[config.mk]
export PLATFORM = sky130hd
export DESIGN_NAME = icon_tx_arbiter
export DESIGN_NICKNAME = d
export VERILOG_FILES = /design/src/rtl/icon_tx_arbiter.sv
export SDC_FILE = /design/constraint.sdc
export NUM_CORES = 1
export LEC_CHECK = 0
export ABC_AREA = 1
export BUFFER_PORTS_ARGS = -buffer_cell sky130_fd_sc_hd__buf_2
export CORE_AREA = 2 2 76 78
export CTS_BUF_LIST = sky130_fd_sc_hd__clkbuf_4
export CTS_CLUSTER_DIAMETER = 40
export CTS_CLUSTER_SIZE = 8
export DETAILED_ROUTE_END_ITERATION = 16
export DIE_AREA = 0 0 78 80
export GPL_ROUTABILITY_DRIVEN = 0
export HOLD_SLACK_MARGIN = 0.05
export PLACE_DENSITY = 0.92
export RECOVER_POWER = 100
export SLEW_MARGIN = 40
export SYNTH_ARGS = -nofsm -noshare
export SYNTH_HDL_FRONTEND = slang
export SYNTH_SLANG_ARGS = --single-unit
export TNS_END_PERCENT = 20
[constraint.sdc]
create_clock -name i_clk -period 5.2 [get_ports i_clk]
set_clock_uncertainty 0.1 [all_clocks]
set_input_delay 0.26 -clock i_clk [delete_from_list [all_inputs] [get_ports i_clk]]
set_output_delay 0.26 -clock i_clk [all_outputs]
set_load 0.02 [all_outputs]
[src/rtl/icon_tx_arbiter.sv]
`default_nettype none
// ============================================================================
// Module      : icon_tx_arbiter
// Description : Round-robin arbiter that shares one icon tx channel among
//               NUM_EU ALPU tx ports through a 1-deep registered output slot
//               with a valid/ready handshake on the icon side.
// Ports       : i_clk, i_reset       - clock, synchronous active-high reset
//               i_req_valid/addr/data - per-EU operand requests (packed buses)
//               o_req_ready           - one-hot accept strobe back to the EUs
//               o_tx_valid/addr/data  - icon channel beat
//               o_tx_src              - index of the EU that sourced the beat
//               i_tx_ready            - icon rx ready
//               o_grant_cnt           - saturating count of accepted beats
// Revision    : 1.0 - initial release
// ============================================================================
module icon_tx_arbiter #(
  parameter int NUM_EU       = 4,
  parameter int LOG2_NUM_EU  = $clog2(NUM_EU),
  parameter int LOG2_NUM_REG = 3,
  parameter int DATA_WIDTH   = 16,
  parameter int ADDR_WIDTH   = 1 + LOG2_NUM_EU + LOG2_NUM_REG
) (
  input  logic                         i_clk,
  input  logic                         i_reset,
  input  logic [NUM_EU-1:0]            i_req_valid,
  input  logic [NUM_EU*ADDR_WIDTH-1:0] i_req_addr,
  input  logic [NUM_EU*DATA_WIDTH-1:0] i_req_data,
  output logic [NUM_EU-1:0]            o_req_ready,
  output logic                         o_tx_valid,
  output logic [ADDR_WIDTH-1:0]        o_tx_addr,
  output logic [DATA_WIDTH-1:0]        o_tx_data,
  output logic [LOG2_NUM_EU-1:0]       o_tx_src,
  input  logic                         i_tx_ready,
  output logic [15:0]                  o_grant_cnt
);

  logic [LOG2_NUM_EU-1:0] rr_ptr;
  logic [LOG2_NUM_EU-1:0] grant;
  logic [LOG2_NUM_EU-1:0] hi_grant;
  logic [LOG2_NUM_EU-1:0] lo_grant;
  logic                   hi_any;
  logic                   any_req;
  logic                   load;
  logic                   accept;
  logic [ADDR_WIDTH-1:0]  sel_addr;
  logic [DATA_WIDTH-1:0]  sel_data;

  // Round-robin search split in two passes: the lowest requester at or above
  // rr_ptr wins; if none exists, the lowest requester overall (the wrap).
  // Scanning downward lets the last hit be the lowest index. This avoids
  // modulo arithmetic so non-power-of-two NUM_EU wraps correctly.
  always_comb begin
    hi_any   = 1'b0;
    hi_grant = '0;
    lo_grant = '0;
    for (int k = NUM_EU - 1; k >= 0; k--) begin
      if (i_req_valid[k]) begin
        lo_grant = LOG2_NUM_EU'(k);
        if (k >= int'(rr_ptr)) begin
          hi_any   = 1'b1;
          hi_grant = LOG2_NUM_EU'(k);
        end
      end
    end
    grant = hi_any ? hi_grant : lo_grant;
  end

  always_comb begin
    sel_addr = '0;
    sel_data = '0;
    for (int k = 0; k < NUM_EU; k++) begin
      if (grant == LOG2_NUM_EU'(k)) begin
        sel_addr = i_req_addr[k*ADDR_WIDTH +: ADDR_WIDTH];
        sel_data = i_req_data[k*DATA_WIDTH +: DATA_WIDTH];
      end
    end
  end

  // The slot can take a new beat when it is empty or being drained this cycle.
  assign any_req     = |i_req_valid;
  assign load        = !o_tx_valid || i_tx_ready;
  assign accept      = load && any_req && !i_reset;
  assign o_req_ready = accept ? (NUM_EU'(1) << grant) : '0;

  always_ff @(posedge i_clk) begin
    if (i_reset) begin
      o_tx_valid  <= 1'b0;
      o_tx_addr   <= '0;
      o_tx_data   <= '0;
      o_tx_src    <= '0;
      rr_ptr      <= '0;
      o_grant_cnt <= '0;
    end else if (accept) begin
      o_tx_valid <= 1'b1;
      o_tx_addr  <= sel_addr;
      o_tx_data  <= sel_data;
      o_tx_src   <= grant;
      rr_ptr     <= (grant == LOG2_NUM_EU'(NUM_EU - 1)) ? '0
                                                        : grant + LOG2_NUM_EU'(1);
      if (o_grant_cnt != 16'hFFFF) begin
        o_grant_cnt <= o_grant_cnt + 16'd1;
      end
    end else if (load) begin
      // Slot drained (or was already empty) with nothing to refill it.
      o_tx_valid <= 1'b0;
    end
  end

endmodule
`default_nettype wire

==> results of run 1 <==
## flip-flops by register name, summed over array words and instances (netlist names)
register and count:
o_grant_cnt 16, o_tx_data 16, o_tx_addr 6, o_tx_src 2, rr_ptr 2, o_tx_valid 1
## critical path, delay by kind of cell
kind | cells | cell delay, ns
buf+inv | 3 | 0.82
simple gates | 5 | 2.94
## synthesized netlist by cell type (6+ instances only)
library cell,instances
nand2_1,120
a21oi_1,62
dfxtp_1,43
nor2_1,30
nand3_1,29
o21ai_0,29
inv_1,22
o21ai_1,17
clkbuf_1,14
buf_2,6
nand2_2,6
## final cells by class
class | instances | share of cell area [%]
clock buffers | 5 | 1.08
clock inverters | 3 | 0.431
inverters | 26 | 2.80
multi-input cells | 326 | 44.3
flip-flops and latches | 43 | 24.7
well taps | 72 | 2.59
repair buffers | 159 | 24.1
## kinds of logic (layout without fill, tap and decap cells)
group / count (synthesis) / after routing / synth area share (%)
and+or+nand+nor: 199 / 199 / 31.9
AOI/OAI and AO/OA: 116 / 116 / 22.9
DFF: 43 / 43 / 32.5
adders and majority gates: 5 / 5 / 2.36
xor gates and xnor gates: 6 / 6 / 1.98
buffers and inverters: 50 / 193 / 8.35
## layer usage
layer | vias up | GRT usage, %
met4 | 2 | 17.7
met3 | 59 | 6.67
met2 | 194 | 48.6
li1 | 1661 | -
met1 | 1482 | 30.8
met5 | - | 0
## power breakdown
part | internal (mW) | switching [mW] | total [mW]
combinational | 0.117 | 0.222 | 0.339
clock | 0.0497 | 0.104 | 0.153
sequential | 0.370 | 0.0236 | 0.394
total | 0.537 | 0.349 | 0.886
## worst paths after layout
check,endpoint,startpoint
worst max register to register,o_grant_cnt[10]$_SDFFE_PP0P_,o_tx_valid$_SDFFE_PP0P_
worst min-delay path,o_tx_data[2]$_SDFFE_PP0P_,i_req_data[50]
worst max-delay path,o_grant_cnt[10]$_SDFFE_PP0P_,i_reset
worst min register to register,o_tx_data[10]$_SDFFE_PP0P_,o_tx_data[10]$_SDFFE_PP0P_
## cells in the final DEF (no fill, tap or decap), types with 5 or more instances in the layout
cell type / netlist / final
dlygate4sd3_1: 0 / 20
nand2_2: 6 / 6
nor2_1: 30 / 31
clkbuf_1: 14 / 46
nand2_1: 120 / 120
clkbuf_4: 0 / 5
buf_2: 6 / 93
o21ai_1: 17 / 12
a21oi_1: 62 / 66
nand4_1: 5 / 5
dfxtp_1: 43 / 43
o21ai_0: 29 / 34
nand3_1: 29 / 30
inv_1: 22 / 22
## timing repair
action,in CTS,in global routing
endpoints found under the hold margin,20,0
hold buffers,20,0
setup buffers,0,0
==> flow_summary.json, run 1 <==
{
  "ys_top_cells_by_area": "dfxtp_1 32%, nand2_1 17%, a21oi_1 12%",
  "post_cts_resized": 0,
  "finalMaxSlewViolations": 55,
  "ioPinCount": 140,
  "dieArea_um2": 6240,
  "grtUsageTotal_pct": 28.0,
  "wl_met1_um": 3310,
  "dp_hpwl_um": 6080,
  "finalSetupViolations": 0,
  "fin_area_um2": 3480,
  "reg2reg_depth": 7,
  "synthFlopType": "dfxtp_1",
  "die_x_um": 78,
  "grt_pass1_wl_um": 14000,
  "ant_nets": 0,
  "synth_edf_count": 0,
  "drt_iter0_markers": 177,
  "violations": "max-capacitance violations, max-slew violations",
  "slowest_stage": "nand3_1",
  "hold_depth": 3,
  "die_height_um": 80,
  "worstSkewPairLatency_ns": 0.34,
  "setup_ws_ns": 1.35,
  "wl_met2_um": 4190,
  "vias": 3398,
  "status": "complete, but fails checks",
  "synthDistinctLibCells": 27,
  "worst_ep_required_time_ns": 5.39,
  "met3RoutedLength_um": 732,
  "cp_max_fo": 54,
  "syn_nets": 519,
  "synth_top_area_cell": "dfxtp_1",
  "grt-ovfl-total": 0,
  "r2r_setup_slack_ns": 1.83,
  "drv_cap": 1,
  "critical_path_class": "in -> reg",
  "power_density_nw_per_um2": 255,
  "nets": 661,
  "critPathLaunchType": "input pin",
  "fillers": 501,
  "leakagePower_nw": 1.62,
  "post-route-drc-count": 0,
  "place_ws_ns": 2.19,
  "placed_area_um2": 3320,
  "drt_pass1_iterations": 5,
  "ys_warn_count": 0,
  "fmax_mhz": 260,
  "cts_root_buffer": "clkbuf_4",
  "syn_area_per_cell_um2": 6.33,
  "cts.sinks": 43,
  "drive_gt1_share_pct": 20.6,
  "grt_max_degree": 55,
  "final_cells": 634,
  "synthArstFlopShare_pct": 0,
  "synth_area_um2": 2650,
  "irDropWorstVdd_uv": 124,
  "cts_max_level": 2,
  "num_antenna_cells": 0,
  "multiInputGateArea_um2": 1540,
  "core_um2": 5410,
  "grt_setup_unrepaired": "false",
  "seqCellArea_um2": 861,
  "ys_seq_elements": 43,
  "ys_seq_area_share_pct": 32.5,
  "period_share_pct": 74.0,
  "cts_buffers": 5,
  "syn2layout_area_growth_pct": 31.3,
  "clk_path_buf_depth": 2,
  "path_clk_slew_ns": 0.13,
  "holdWs_ns": 0.123,
  "start_util_pct": 49.1,
  "wl_per_cell_um": 13.9,
  "grt_pass1_vias": 3159,
  "fin_setup_tns_ns": 0,
  "arrival_ns": 4.04,
  "worst_slew_pin_slew_ns": 1.87,
  "synth_cells": 419,
  "yosysTopAreaCellShare_pct": 32.5,
  "finalCriticalPeriod_ns": 3.85,
  "total_power_uw": 886,
  "routed_wl_um": 8800,
  "cts_tree": "yes",
  "rows": 27,
  "cp_slowest_stage_delay_ns": 1.41,
  "hold_viol_final": 0,
  "min-delay-path-class": "in -> reg",
  "path_cells": "clkbuf_1 -> inv_2 -> nand3_1 -> nor2_2 -> nand2_1 -> nand2_1 -> inv_2 -> nor2_1",
  "end_kind": "register",
  "dp_cells": 606,
  "final_util_pct": 64.4,
  "port_buffers": 139,
  "antenna_found_initial": 1,
  "maxSlewHeadroom_pct": -25.0,
  "vias_per_cell": 5.36,
  "top_layer_used": "met5"
}
Note: power is estimated with default switching activity, not from simulation.
==> inputs of run 2 (changes only) <==
--- a/config.mk
+++ b/config.mk
@@ -7,15 +7,15 @@
 export LEC_CHECK = 0
 export ABC_AREA = 1
 export BUFFER_PORTS_ARGS = -buffer_cell sky130_fd_sc_hd__buf_2
-export CORE_AREA = 2 2 76 78
+export CORE_AREA = 2 2 83 85
 export CTS_BUF_LIST = sky130_fd_sc_hd__clkbuf_4
 export CTS_CLUSTER_DIAMETER = 40
 export CTS_CLUSTER_SIZE = 8
 export DETAILED_ROUTE_END_ITERATION = 16
-export DIE_AREA = 0 0 78 80
+export DIE_AREA = 0 0 85 87
 export GPL_ROUTABILITY_DRIVEN = 0
 export HOLD_SLACK_MARGIN = 0.05
-export PLACE_DENSITY = 0.92
+export PLACE_DENSITY = 0.83
 export RECOVER_POWER = 100
 export SLEW_MARGIN = 40
 export SYNTH_ARGS = -nofsm -noshare
==> constraint.sdc (replaced) <==
create_clock -name i_clk -period 3.2 [get_ports i_clk]
set_clock_uncertainty 0.1 [all_clocks]
set_input_delay 0.16 -clock i_clk [delete_from_list [all_inputs] [get_ports i_clk]]
set_output_delay 0.16 -clock i_clk [all_outputs]
set_load 0.02 [all_outputs]
==> flow_summary.json, run 2 (synthesis gave the netlist of run 1 again) <==
{
  "die_height_um": 87,
  "cts_max_level": 2,
  "p_clk_share_pct": 22.1,
  "die_x_um": 85,
  "seqPwrFrac_pct": 42.1,
  "final_cells": 652,
  "hold_depth": 6,
  "hold_path_end": "o_tx_valid$_SDFFE_PP0P_",
  "drv_cap": 0,
  "switchingPower_uw": 570,
  "fin_setup_tns_ns": 0,
  "critical_path_class": "reg -> out",
  "grtUsageTotal_pct": 21.6,
  "cts_setup_buffers": 0,
  "cts.sinks": 43,
  "dp_hpwl_um": 6000,
  "cp_max_fo": 23,
  "worstSetupStartpoint": "rr_ptr[1]$_SDFFE_PP0P_",
  "min_from": "i_tx_ready",
  "p_int_uw": 957,
  "critPathLaunchType": "register",
  "port_buffers": 139,
  "num_antenna_cells": 0,
  "slowest_stage": "ha_2",
  "start_util_pct": 40.4,
  "switching_share_pct": 37.3,
  "rows": 30,
  "drt_pass1_iterations": 4,
  "path_cells": "nor2_1 -> a21oi_1 -> nand3_1 -> nand2_1 -> ha_2 -> inv_1 -> nor2_1 -> clkbuf_1",
  "post-route-drc-count": 0,
  "grt_pass1_wl_um": 13100,
  "finalSetupViolations": 0,
  "final_util_pct": 54.6,
  "finalCriticalPeriod_ns": 2.80,
  "grt_max_degree": 54,
  "end_kind": "output port",
  "cp_slowest_stage_delay_ns": 0.48,
  "layout_common_cells": "122 x nand2_1, 93 x buf_2, 66 x a21oi_1, 46 x clkbuf_1, 43 x dfxtp_1",
  "worstSkewPairLatency_ns": 0.34,
  "vias_per_cell": 5.03,
  "hold_viol_final": 0,
  "power_density_nw_per_um2": 426,
  "reg2reg_depth": 15,
  "ioPinCount": 140,
  "cts_root_buffer": "clkbuf_4",
  "dp_cells": 619,
  "reg_top3": "o_grant_cnt: 16 flops, o_tx_data: 16 flops, o_tx_addr: 6 flops",
  "maxSlewHeadroom_pct": 18.3,
  "path_clk_slew_ns": 0.12,
  "grt_setup_unrepaired": "false",
  "routed_wl_um": 8300,
  "drt_iter0_markers": 156,
  "layout_commonest_cell": "nand2_1",
  "core_um2": 6570,
  "arrival_ns": 2.54,
  "worstReg2RegStart": "rr_ptr[1]$_SDFFE_PP0P_",
  "vias": 3281,
  "grt-ovfl-total": 0,
  "power_frac_comb_pct": 35.8,
  "ant_nets": 0,
  "cpMostUsedCell": "nor2_1",
  "nets": 671,
  "r2r_end": "o_tx_data[0]$_SDFFE_PP0P_",
  "status": "completed",
  "period_share_pct": 87.5,
  "min-delay-path-class": "in -> reg",
  "cts_buffers": 5,
  "dieArea_um2": 7400,
  "syn2layout_area_growth_pct": 35.4,
  "worst_ep_required_time_ns": 2.94,
  "finalMaxSlewViolations": 0,
  "wl_per_cell_um": 12.7,
  "leakagePower_nw": 1.68,
  "fmax_mhz": 357,
  "cts_tree": "yes",
  "worst_slew_pin_slew_ns": 1.22,
  "r2r_setup_slack_ns": 0.50,
  "irDropWorstVdd_uv": 172,
  "grt_pass1_vias": 2951,
  "drive_gt1_share_pct": 20.8,
  "antenna_found_initial": 0,
  "clk_path_buf_depth": 2
}
run 2: cell types whose count changed in the layout (fill, tap and decap cells not counted), moves of 2 or more:
cell           delta
clkbuf_2          +2
nand2_1           +2
o21ai_1           -8
dlygate4sd3_1     +5
nand2_2           -2
o21ai_0           +8
buf_4             +3
run 2: power by group through the flow:
| stage | Combinational, mW | Sequential (mW) | Clock, mW |
|---|---|---|---|
| 6_report | 0.546 | 0.644 | 0.338 |
| 5_1_grt | 0.612 | 0.651 | 0.371 |
| 3_5_place_dp | 0.544 | 0.650 | 0 |
| 4_1_cts | 0.569 | 0.640 | 0.349 |
| 3_3_place_gp | 0.533 | 0.648 | 0 |
| 2_1_floorplan | 0.281 | 0.724 | 0 |
run 2: per-stage QoR:
stage / setup WS [ns] / power (mW) / cell area, um^2 / hold slack, ns
floorplan: 1.17 / 1.01 / 2650 / 0.129
global placement: 0.495 / 1.18 / 3360 / 0.263
detailed placement: 0.350 / 1.19 / 3360 / 0.273
CTS: 0.119 / 1.56 / 3690 / 0.0705
global route: 0.167 / 1.63 / 3590 / 0.0912
finish: 0.399 / 1.53 / 3590 / 0.0387
run 2: metal layers:
metal	track usage, %	wire, um
met5	0	0
met4	7.22	210
met3	5.97	725
met2	38.6	3990
met1	24.8	3370
run 2: worst max-delay path by stage:
stage / cells past startpoint / slack, ns / endpoint
after floorplan: 14 / 1.17 / o_tx_addr[5]$_SDFFE_PP0P_
after CTS: 8 / 0.12 / o_req_ready[2]
final: 8 / 0.40 / o_req_ready[2]
after global routing: 9 / 0.17 / o_req_ready[2]
after detailed placement: 10 / 0.35 / o_tx_data[5]$_SDFFE_PP0P_
after global placement: 10 / 0.50 / o_tx_data[5]$_SDFFE_PP0P_
run 2: repair_timing:
item                                   CTS  global route
gates resized for setup                  0             0
hold buffers                            25             0
endpoints found under the hold margin   26             0
run 2: cell type report:
type / count / area [um^2]
sequential: 43 / 861
multi-input combinational: 326 / 1530
clock inverter: 3 / 38.8
timing repair buffer: 169 / 921
inverter: 26 / 97.6
fill: 666 / 2980
tap: 80 / 100
clock buffer: 5 / 37.5
run 2: worst max-delay path: cells and delay by family (launching register included):
family	cells	cell delay [ns]
compound gates	1	0.18
buf+inv	2	0.61
fa+ha+maj	1	0.48
flops	1	0.40
simple gates	4	0.53
